==> config.mk <==
export PLATFORM = sky130hd
export DESIGN_NAME = data_mem_ctrl
export DESIGN_NICKNAME = d
export VERILOG_FILES = /design/src/rtl/data_mem_pkg.sv /design/src/rtl/data_mem_array.sv /design/src/rtl/data_mem_ctrl.sv
export SDC_FILE = /design/constraint.sdc
export NUM_CORES = 1
export LEC_CHECK = 0
export CAP_MARGIN = 15
export CORE_MARGIN = 2
export CORE_UTILIZATION = 53
export DETAILED_ROUTE_END_ITERATION = 10
export PLACE_DENSITY_LB_ADDON = 0.2
export REMOVE_ABC_BUFFERS = 1
export SYNTH_ARGS = -nofsm -noshare
export SYNTH_HDL_FRONTEND = slang
export SYNTH_SLANG_ARGS = --single-unit
==> constraint.sdc <==
create_clock -name clk -period 2.4 [get_ports clk]
set_input_delay 0.36 -clock clk [delete_from_list [all_inputs] [get_ports clk]]
set_output_delay 0.36 -clock clk [all_outputs]
set_load 0.005 [all_outputs]
==> src/rtl/data_mem_pkg.sv <==
// Shared types and helpers for the data memory controller and its storage array.
// Provides the controller state encoding, the byte-lane width and the lane parity function.
// Optional per-lane parity is enabled by defining DATA_MEM_PARITY_EN.
package data_mem_pkg;

  localparam int LANE_W = 8;

  typedef enum logic {
    ST_CLEAR,
    ST_IDLE
  } state_e;

  // Even parity: the stored bit makes the total count of ones in lane+bit even.
  function automatic logic lane_parity(input logic [LANE_W-1:0] b);
    return ^b;
  endfunction

endpackage

==> src/rtl/data_mem_array.sv <==
// Purpose: DEPTH x DATA_W storage with one byte-lane-masked write port and one combinational read port.
// Latency: writes land at the clock edge; reads are combinational from rd_addr.
// Backpressure: none; the controller decides when to write and when to sample rd_data.
// Ports: clk; wr_en/wr_addr/wr_be/wr_data write port; rd_addr/rd_data read port;
//        rd_par (per-lane stored parity) only when DATA_MEM_PARITY_EN is defined.
module data_mem_array
  import data_mem_pkg::*;
#(
  parameter int DATA_W = 8,
  parameter int ADDR_W = 2
) (
  input  logic                     clk,
  input  logic                     wr_en,
  input  logic [ADDR_W-1:0]        wr_addr,
  input  logic [DATA_W/LANE_W-1:0] wr_be,
  input  logic [DATA_W-1:0]        wr_data,
  input  logic [ADDR_W-1:0]        rd_addr,
  output logic [DATA_W-1:0]        rd_data
`ifdef DATA_MEM_PARITY_EN
  ,
  output logic [DATA_W/LANE_W-1:0] rd_par
`endif
);

  localparam int NB    = DATA_W / LANE_W;
  localparam int DEPTH = 1 << ADDR_W;

  // Storage is not reset; the controller's clear sequence zeroes it.
  logic [DATA_W-1:0] mem_q [DEPTH];

  always_ff @(posedge clk) begin
    if (wr_en) begin
      for (int i = 0; i < NB; i++) begin
        if (wr_be[i]) mem_q[wr_addr][i*LANE_W +: LANE_W] <= wr_data[i*LANE_W +: LANE_W];
      end
    end
  end

  assign rd_data = mem_q[rd_addr];

`ifdef DATA_MEM_PARITY_EN
  logic [NB-1:0] par_q [DEPTH];

  // Parity travels with its lane so a partial write never leaves a stale parity bit.
  always_ff @(posedge clk) begin
    if (wr_en) begin
      for (int i = 0; i < NB; i++) begin
        if (wr_be[i]) par_q[wr_addr][i] <= lane_parity(wr_data[i*LANE_W +: LANE_W]);
      end
    end
  end

  assign rd_par = par_q[rd_addr];
`endif

endmodule

==> src/rtl/data_mem_ctrl.sv <==
// Purpose: data memory controller with valid/ready requests, byte-lane writes and a zero-clear sequencer.
// Latency: read data appears one cycle after acceptance; clear takes DEPTH cycles after reset or clear_req.
// Backpressure: a held response (rsp_valid & !rsp_ready) freezes rsp_* and drops req_ready.
// Ports: clk, reset (sync, active-high); req_valid/req_ready/req_we/req_addr/req_be/req_wdata request;
//        rsp_valid/rsp_ready/rsp_data response; clear_req/busy clear control;
//        rsp_perr only when DATA_MEM_PARITY_EN is defined.
module data_mem_ctrl
  import data_mem_pkg::*;
#(
  parameter int DATA_W = 8,
  parameter int ADDR_W = 2
) (
  input  logic                     clk,
  input  logic                     reset,
  input  logic                     req_valid,
  output logic                     req_ready,
  input  logic                     req_we,
  input  logic [ADDR_W-1:0]        req_addr,
  input  logic [DATA_W/LANE_W-1:0] req_be,
  input  logic [DATA_W-1:0]        req_wdata,
  output logic                     rsp_valid,
  input  logic                     rsp_ready,
  output logic [DATA_W-1:0]        rsp_data,
  input  logic                     clear_req,
  output logic                     busy
`ifdef DATA_MEM_PARITY_EN
  ,
  output logic                     rsp_perr
`endif
);

  localparam int NB    = DATA_W / LANE_W;
  localparam int DEPTH = 1 << ADDR_W;

  state_e            state_q, state_d;
  logic [ADDR_W-1:0] clr_addr_q, clr_addr_d;
  logic              rsp_valid_q, rsp_valid_d;
  logic [DATA_W-1:0] rsp_data_q, rsp_data_d;
  logic              busy_q, busy_d;

  logic              wr_en;
  logic [ADDR_W-1:0] wr_addr;
  logic [NB-1:0]     wr_be;
  logic [DATA_W-1:0] wr_data;
  logic [DATA_W-1:0] rd_data;
  logic              rd_perr;

`ifdef DATA_MEM_PARITY_EN
  logic [NB-1:0] rd_par;
  logic          rsp_perr_q, rsp_perr_d;

  always_comb begin
    rd_perr = 1'b0;
    for (int i = 0; i < NB; i++) begin
      rd_perr |= lane_parity(rd_data[i*LANE_W +: LANE_W]) ^ rd_par[i];
    end
  end
`else
  assign rd_perr = 1'b0;
`endif

  data_mem_array #(
    .DATA_W(DATA_W),
    .ADDR_W(ADDR_W)
  ) u_array (
    .clk    (clk),
    .wr_en  (wr_en),
    .wr_addr(wr_addr),
    .wr_be  (wr_be),
    .wr_data(wr_data),
    .rd_addr(req_addr),
    .rd_data(rd_data)
`ifdef DATA_MEM_PARITY_EN
    ,
    .rd_par (rd_par)
`endif
  );

  always_comb begin
    state_d     = state_q;
    clr_addr_d  = clr_addr_q;
    rsp_valid_d = rsp_valid_q;
    rsp_data_d  = rsp_data_q;
    busy_d      = busy_q;
    req_ready   = 1'b0;
    wr_en       = 1'b0;
    wr_addr     = req_addr;
    wr_be       = req_be;
    wr_data     = req_wdata;
`ifdef DATA_MEM_PARITY_EN
    rsp_perr_d  = rsp_perr_q;
`endif

    // A consumed response retires unless a new read below reloads it.
    if (rsp_valid_q && rsp_ready) rsp_valid_d = 1'b0;

    case (state_q)
      ST_CLEAR: begin
        wr_en      = 1'b1;
        wr_addr    = clr_addr_q;
        wr_be      = '1;
        wr_data    = '0;
        clr_addr_d = clr_addr_q + ADDR_W'(1);
        if (clr_addr_q == ADDR_W'(DEPTH - 1)) begin
          state_d = ST_IDLE;
          busy_d  = 1'b0;
        end
      end
      ST_IDLE: begin
        // clear_req masks acceptance so it wins over a same-cycle request.
        req_ready = (!rsp_valid_q || rsp_ready) && !clear_req;
        if (req_valid && req_ready) begin
          if (req_we) begin
            wr_en = 1'b1;
          end else begin
            rsp_valid_d = 1'b1;
            rsp_data_d  = rd_data;
`ifdef DATA_MEM_PARITY_EN
            rsp_perr_d  = rd_perr;
`endif
          end
        end
        // A pending response (even one being consumed now) blocks the clear.
        if (clear_req && !rsp_valid_q) begin
          state_d    = ST_CLEAR;
          clr_addr_d = '0;
          busy_d     = 1'b1;
        end
      end
      default: state_d = ST_CLEAR;
    endcase
  end

  always_ff @(posedge clk) begin
    if (reset) begin
      state_q     <= ST_CLEAR;
      clr_addr_q  <= '0;
      rsp_valid_q <= 1'b0;
      rsp_data_q  <= '0;
      busy_q      <= 1'b1;
`ifdef DATA_MEM_PARITY_EN
      rsp_perr_q  <= 1'b0;
`endif
    end else begin
      state_q     <= state_d;
      clr_addr_q  <= clr_addr_d;
      rsp_valid_q <= rsp_valid_d;
      rsp_data_q  <= rsp_data_d;
      busy_q      <= busy_d;
`ifdef DATA_MEM_PARITY_EN
      rsp_perr_q  <= rsp_perr_d;
`endif
    end
  end

  assign rsp_valid = rsp_valid_q;
  assign rsp_data  = rsp_data_q;
  assign busy      = busy_q;
`ifdef DATA_MEM_PARITY_EN
  assign rsp_perr  = rsp_perr_q;
`else
  // Parity is absent in this build; keep the tie-off visibly consumed.
  logic unused_perr;
  assign unused_perr = rd_perr;
`endif

endmodule

==> reports/results.ini <==
[logic_synthesis]
synth_seq_cells = 45
synth_cells = 132
yosysSeqAreaShare_pct = 64.4
synthTopCellsByArea = edfxtp_1, dfxtp_1, mux4_2
syn_area_um2 = 1900
syn_area_per_cell_um2 = 14.4
synth_top_area_cell = edfxtp_1
synth_warnings = 0
synth.top_cell.area_share_pct = 50.7
ys_types = 31

[route]
drt_pass1_iterations = 4
avgRoutedWirePerCell_um = 16.1
vias_per_cell = 5.63
first_iter_violations = 71
ant_nets = 0
totalWireLength_um = 3370
vias = 1177
drc = 0

[worst_setup_path]
worst_setup_path_end_kind = output pin
reg2reg_setup_slack_ps = 650
critical_path_required_ps = 2040
critical_path.cell_chain = clkdlybuf4s50_1 -> nor2b_1 -> nor3b_1 -> clkdlybuf4s50_1
path_delay_family = buffers and inverters
path_common_cell = clkdlybuf4s50_1
path_class = in -> out
cp.depth = 4
r2r_cells = 4
worstPathArrival_ps = 1670
r2r_end = u_array.mem_q[3][2]
timing.rr.start = rsp_valid
critPathSlowestCell = clkdlybuf4s50_1
crit_fanout = 4
start_kind = primary input
path_buf_inv = 2
slowest_delay_ps = 530

[floorplan]
die_h_um = 63.8
dieArea_um2 = 4070
row_count = 21
die_w_um = 63.8
io_pins = 28
start_util_pct = 55.9
core_um2 = 3390

[power_and_ir_drop]
p_leak_nw = 0.778
pwr-share-comb_pct = 13.0
switching_share_pct = 23.1
vdd_drop_max_v = 0.000527
p_seq_share_pct = 60.5
clkPwrFrac_pct = 26.5
power_switching_mw = 0.358
powerDensity_nw_per_um2 = 675
internal-power_mw = 1.19

[worst_hold_path]
hold_path_class = reg -> reg
hold-path-endpoint = rsp_data[4]
worstHoldPathCells = 2
holdCritStartpoint = rsp_data[4]

[cts]
clock_tree.buffer_depth = 2
cts_buffers = 5
clk-insertion-delay-late_ps = 350
cts_tree = done
root_buffer = clkbuf_4
clkTransAtPathRegs_ps = 130
cts_hold_buf = 0
cts_resized = 0
htreeDepth = 2
cts_setup_buffers = 0
clock-sinks = 45

[global_routing]
grt_pass1_wl_um = 5390
grt_pass1_vias = 1102
antenna_found_initial = 0
grt_max_degree = 21
grt_overflow = 0
grtUsageTotal_pct = 17.9

[layout]
area_growth_pct = 21.1
diodes = 0
fin_util_pct = 67.7
layout-drive-gt1-share_pct = 17.8
nNetsFinal = 180
fillers = 243

[placement]
port_buffers = 27
place.gp.congestion = 0.720
place_hpwl_um = 2490

[timing]
final-hold-violation-count = 0
max-slew-margin-rel_pct = 61.1
final-setup-viol-count = 0
skew_ps = 10.7
fin_setup_tns_ps = 0
fin_crit_sh_pct = 84.6
fmax_mhz = 493
fin_crit_ps = 2030
rsz0062_at_grt = no
worst_slew_pin_slew_ps = 583
slew_violations = 0

[run_status]
status = finished, final reports clean

[job]
cap_violations = 0

==> synthesized netlist by cell type (all sizes together) <==
library cell  count
nor2b             4
o31ai             8
or2               1
mux4              8
or4               1
nand2b            5
nand4             8
nand2             4
a21oi            12
clkbuf            8
a211oi            1
o22ai             3
nor2              3
inv               1
and2              8
or2b              1
dfxtp            13
ha                1
or4b              1
o21bai            1
edfxtp           32
nand3             2
o21ai             1
buf               3
and2b             1
nor3b             1
==> flip-flops by register name, indices dropped and copies added (netlist names) <==
register / count
u_array.mem_q: 32
rsp_data: 8
clr_addr_q: 2
busy: 1
rsp_valid: 1
state_q: 1
==> layer usage <==
metal	wire length, um	GRT usage, %
met1	1500	22.3
met5	0	0
met2	1680	29.6
met3	183	6.34
met4	8	4.89
==> cell type report <==
type / count / area (um^2) / share of cell area [%]
clock buffer: 7 / 65.1 / 2.84
timing repair buffer: 34 / 323 / 14.1
sequential: 45 / 1220 / 53.2
clock inverter: 1 / 8.76 / 0.382
inverter: 1 / 3.75 / 0.164
tap: 46 / 57.6 / 2.51
multi-input combinational: 75 / 616 / 26.8
==> cell usage in the layout (no fill, tap or decap), drive strengths merged, types with 2 or more instances in the layout <==
master         instances
a21oi                 12
and2                   8
buf                    7
clkbuf                 7
clkdlybuf4s50         27
dfxtp                 13
edfxtp                32
inv                    2
mux4                   8
nand2                  4
nand2b                 5
nand3                  2
nand4                  8
nor2                   3
nor2b                  4
o22ai                  3
o31ai                  8
==> cells by family (layout without fill, tap and decap cells) <==
family,Yosys count,in the layout,share of synthesized area (%)
flip-flops,45,45,64.4
AO/OA/AOI/OAI,26,26,8.91
buffers and inverters,12,43,3.10
multiplexers,8,8,9.50
AND/OR/NAND/NOR,40,40,13.4
adder cells (fa/ha/maj),1,1,0.660
==> power groups by stage <==
stage	registers, mW	clock network, mW	logic, mW
floorplan	0.950	0	0.106
detailed placement	0.956	0	0.203
finish	0.937	0.410	0.201
global route	0.944	0.451	0.221
global placement	0.951	0	0.197
CTS	0.938	0.416	0.204
==> metrics by stage <==
stage	area, um^2	worst slack [ps]	hold WS [ps]	cells	power (mW)
after floorplan	1840	465	429	121	1.06
after global placement	2220	219	456	201	1.15
after detailed placement	2220	161	466	201	1.16
after CTS	2290	355	484	209	1.56
after global routing	2290	277	505	209	1.62
final	2290	370	480	209	1.55
==> worst max-delay path by stage <==
| stage | startpoint | to |
|---|---|---|
| finish | rsp_ready | req_ready |
| global route | rsp_valid | req_ready |
| CTS | rsp_ready | req_ready |
| detailed placement | clear_req | u_array.mem_q[3][6] |
| global placement | clear_req | u_array.mem_q[3][0] |
| floorplan | rsp_valid | u_array.mem_q[0][0] |
==> worst register-to-register path, delay by kind of cell, from the launching register on <==
kind	cells	cell delay [ps]
and+or+nand+nor	2	760
AOI/OAI and AO/OA	1	140
DFF	1	360
buffers and inverters	1	210
Power figures use the tool's default switching activity.
==> RTL change, RTL diff (config.mk and constraints unchanged) <==
`ADDR_W` is set to 2 in 2 places; all go to 1.
--- a/src/rtl/data_mem_array.sv
+++ b/src/rtl/data_mem_array.sv
@@ -8,5 +8,5 @@
 #(
   parameter int DATA_W = 8,
-  parameter int ADDR_W = 2
+  parameter int ADDR_W = 1
 ) (
   input  logic                     clk,
--- a/src/rtl/data_mem_ctrl.sv
+++ b/src/rtl/data_mem_ctrl.sv
@@ -9,5 +9,5 @@
 #(
   parameter int DATA_W = 8,
-  parameter int ADDR_W = 2
+  parameter int ADDR_W = 1
 ) (
   input  logic                     clk,
Interface: changed (resized req_addr); port bits go from 28 to 27. No check against the original RTL was run, so the function may have changed too.
==> RTL change against the unedited design <==
Sequential power shrank 38%. Maximum frequency down 4.4%. Power fell by 42%. Cell count down 29%. Count of clock-buffer cells in the layout decreased by 3. Wire length is 40% lower. Sequential cell count shrank 17. Synthesized area fell by 38%. Non-clock buffer count is 6 lower. Worst setup slack worse by 0.093 ns. Final area down 35%. Largest power group unchanged.
==> RTL change: results (changes against the unedited design) <==
use_met1: 0.2179  # -0.005000
worstReg2RegStart: "state_q"
placed_area_um2: 1473  # -34%
groute.layer.met2.usage: 0.3074  # +0.01179
hold_start: "busy"
dp_slack_ns: 0.3064  # +0.1451 ns
finalNonFillerCells: 148  # -29%
whs_ns: 0.5162  # +0.03578 ns
reg2reg_depth: 3  # -1
first_pass_iters: 3  # -1
wl_per_cell_um: 13.68  # -15%
seq_area_frac_synth: 0.6115  # -0.03276
grt_pass1_wl_um: 3305  # -39%
skew_ns: 0.003666  # -0.007067 ns
worstPathArrival_ns: 1.76  # +0.09 ns
ys_types: 21  # -32%
cts_inserted_buffers: 3  # -2
use_met3: 0.02632  # -0.03706
vdd_drop_max_mv: 0.4373  # -17%
syn_inst: 92  # -30%
path_clk_slew_ns: 0.13  # about the same
synth_area_leaders: "edfxtp_1, dfxtp_1, mux2_2"
gp_congestion: 0.7035  # -2.3%
dpl.hpwl_um: 1409  # -43%
htreeDepth: 1  # -1
numPortBuffers: 26  # -3.7%
synth_edf_count: 16  # -50%
drive_above_1_share: 0.1250  # -0.05291
clkLatencyLatePin_ns: 0.31  # -0.04 ns
cp_max_fo: 3  # -1
antenna_cells: 0  # unchanged
grt_pass1_vias: 733  # -33%
vias: 757  # -36%
hold_end: "busy"
r2r-end: "u_array.mem_q[0][4]"
reg2reg_slack_ns: 0.77  # +0.12 ns
grt_usage: 0.1776  # -0.001044
drt_iter0_markers: 11  # -85%
synth.cells.most_frequent: "edfxtp_1, dfxtp_1, nor2_1, and2_1"
largest_reg_flops: 16  # -50%
worstMarginPinSlew_ns: 0.7050  # +0.1224 ns
fillers: 150  # -38%
grt_max_degree: 21  # unchanged
status: "finished, final reports clean"
final_nets: 137  # -24%
RTL change: cell types whose count changed after synthesis, sizes merged, moves of 2 or more:
cell,delta
nor2,+7
nor2b,+5
a21oi,-10
mux2,+8
edfxtp,-16
nand2,-4
buf,-2
o22ai,-3
o31ai,-8
clkbuf,-5
mux4,-8
mux2i,+8
nand4,-7
RTL change: worst register-to-register path, delay by kind of cell, from the launching register on:
family          cells  cell delay (ns)
simple gates        1             0.19
buf+inv             1             0.23
compound gates      1             0.30
flops               1             0.64
RTL change: cells by family after synthesis:
logic type,share of synthesized area
and+or+nand+nor,0.2028
DFF,0.6115
muxes,0.1444
AOI/OAI and AO/OA,0.02442
buffers and inverters,0.01698
RTL change: layout make-up:
cell class              instances  area, um2  area share
clock buffers                   4      26.28     0.01753
inverters                       1      3.754    0.002504
multi-input cells              59      437.9      0.2922
flip-flops and latches         28      720.7      0.4808
well taps                      28      35.03     0.02337
repair buffers                 28      275.3      0.1836
RTL change: worst max-delay path by stage:
stage / slack, ns / endpoint / start / depth (start not counted)
6_report: 0.28 / req_ready / rsp_ready / 5
2_1_floorplan: 0.58 / u_array.mem_q[0][0] / rsp_ready / 3
5_1_grt: 0.13 / req_ready / state_q / 3
4_1_cts: 0.27 / req_ready / state_q / 3
3_3_place_gp: 0.36 / req_ready / rsp_ready / 5
3_5_place_dp: 0.31 / req_ready / rsp_ready / 5
RTL change: metal layers:
metal | vias up | routed length [um]
met3 | 2 | 48
met1 | 358 | 954
met5 | - | 0
met4 | 0 | 16
li1 | 384 | -
met2 | 13 | 1006
RTL change: where the power goes:
group,internal (uW),switching [uW],total [uW]
sequential,562,20.6,583
clock,64.9,126,191
combinational,68.4,59.2,128
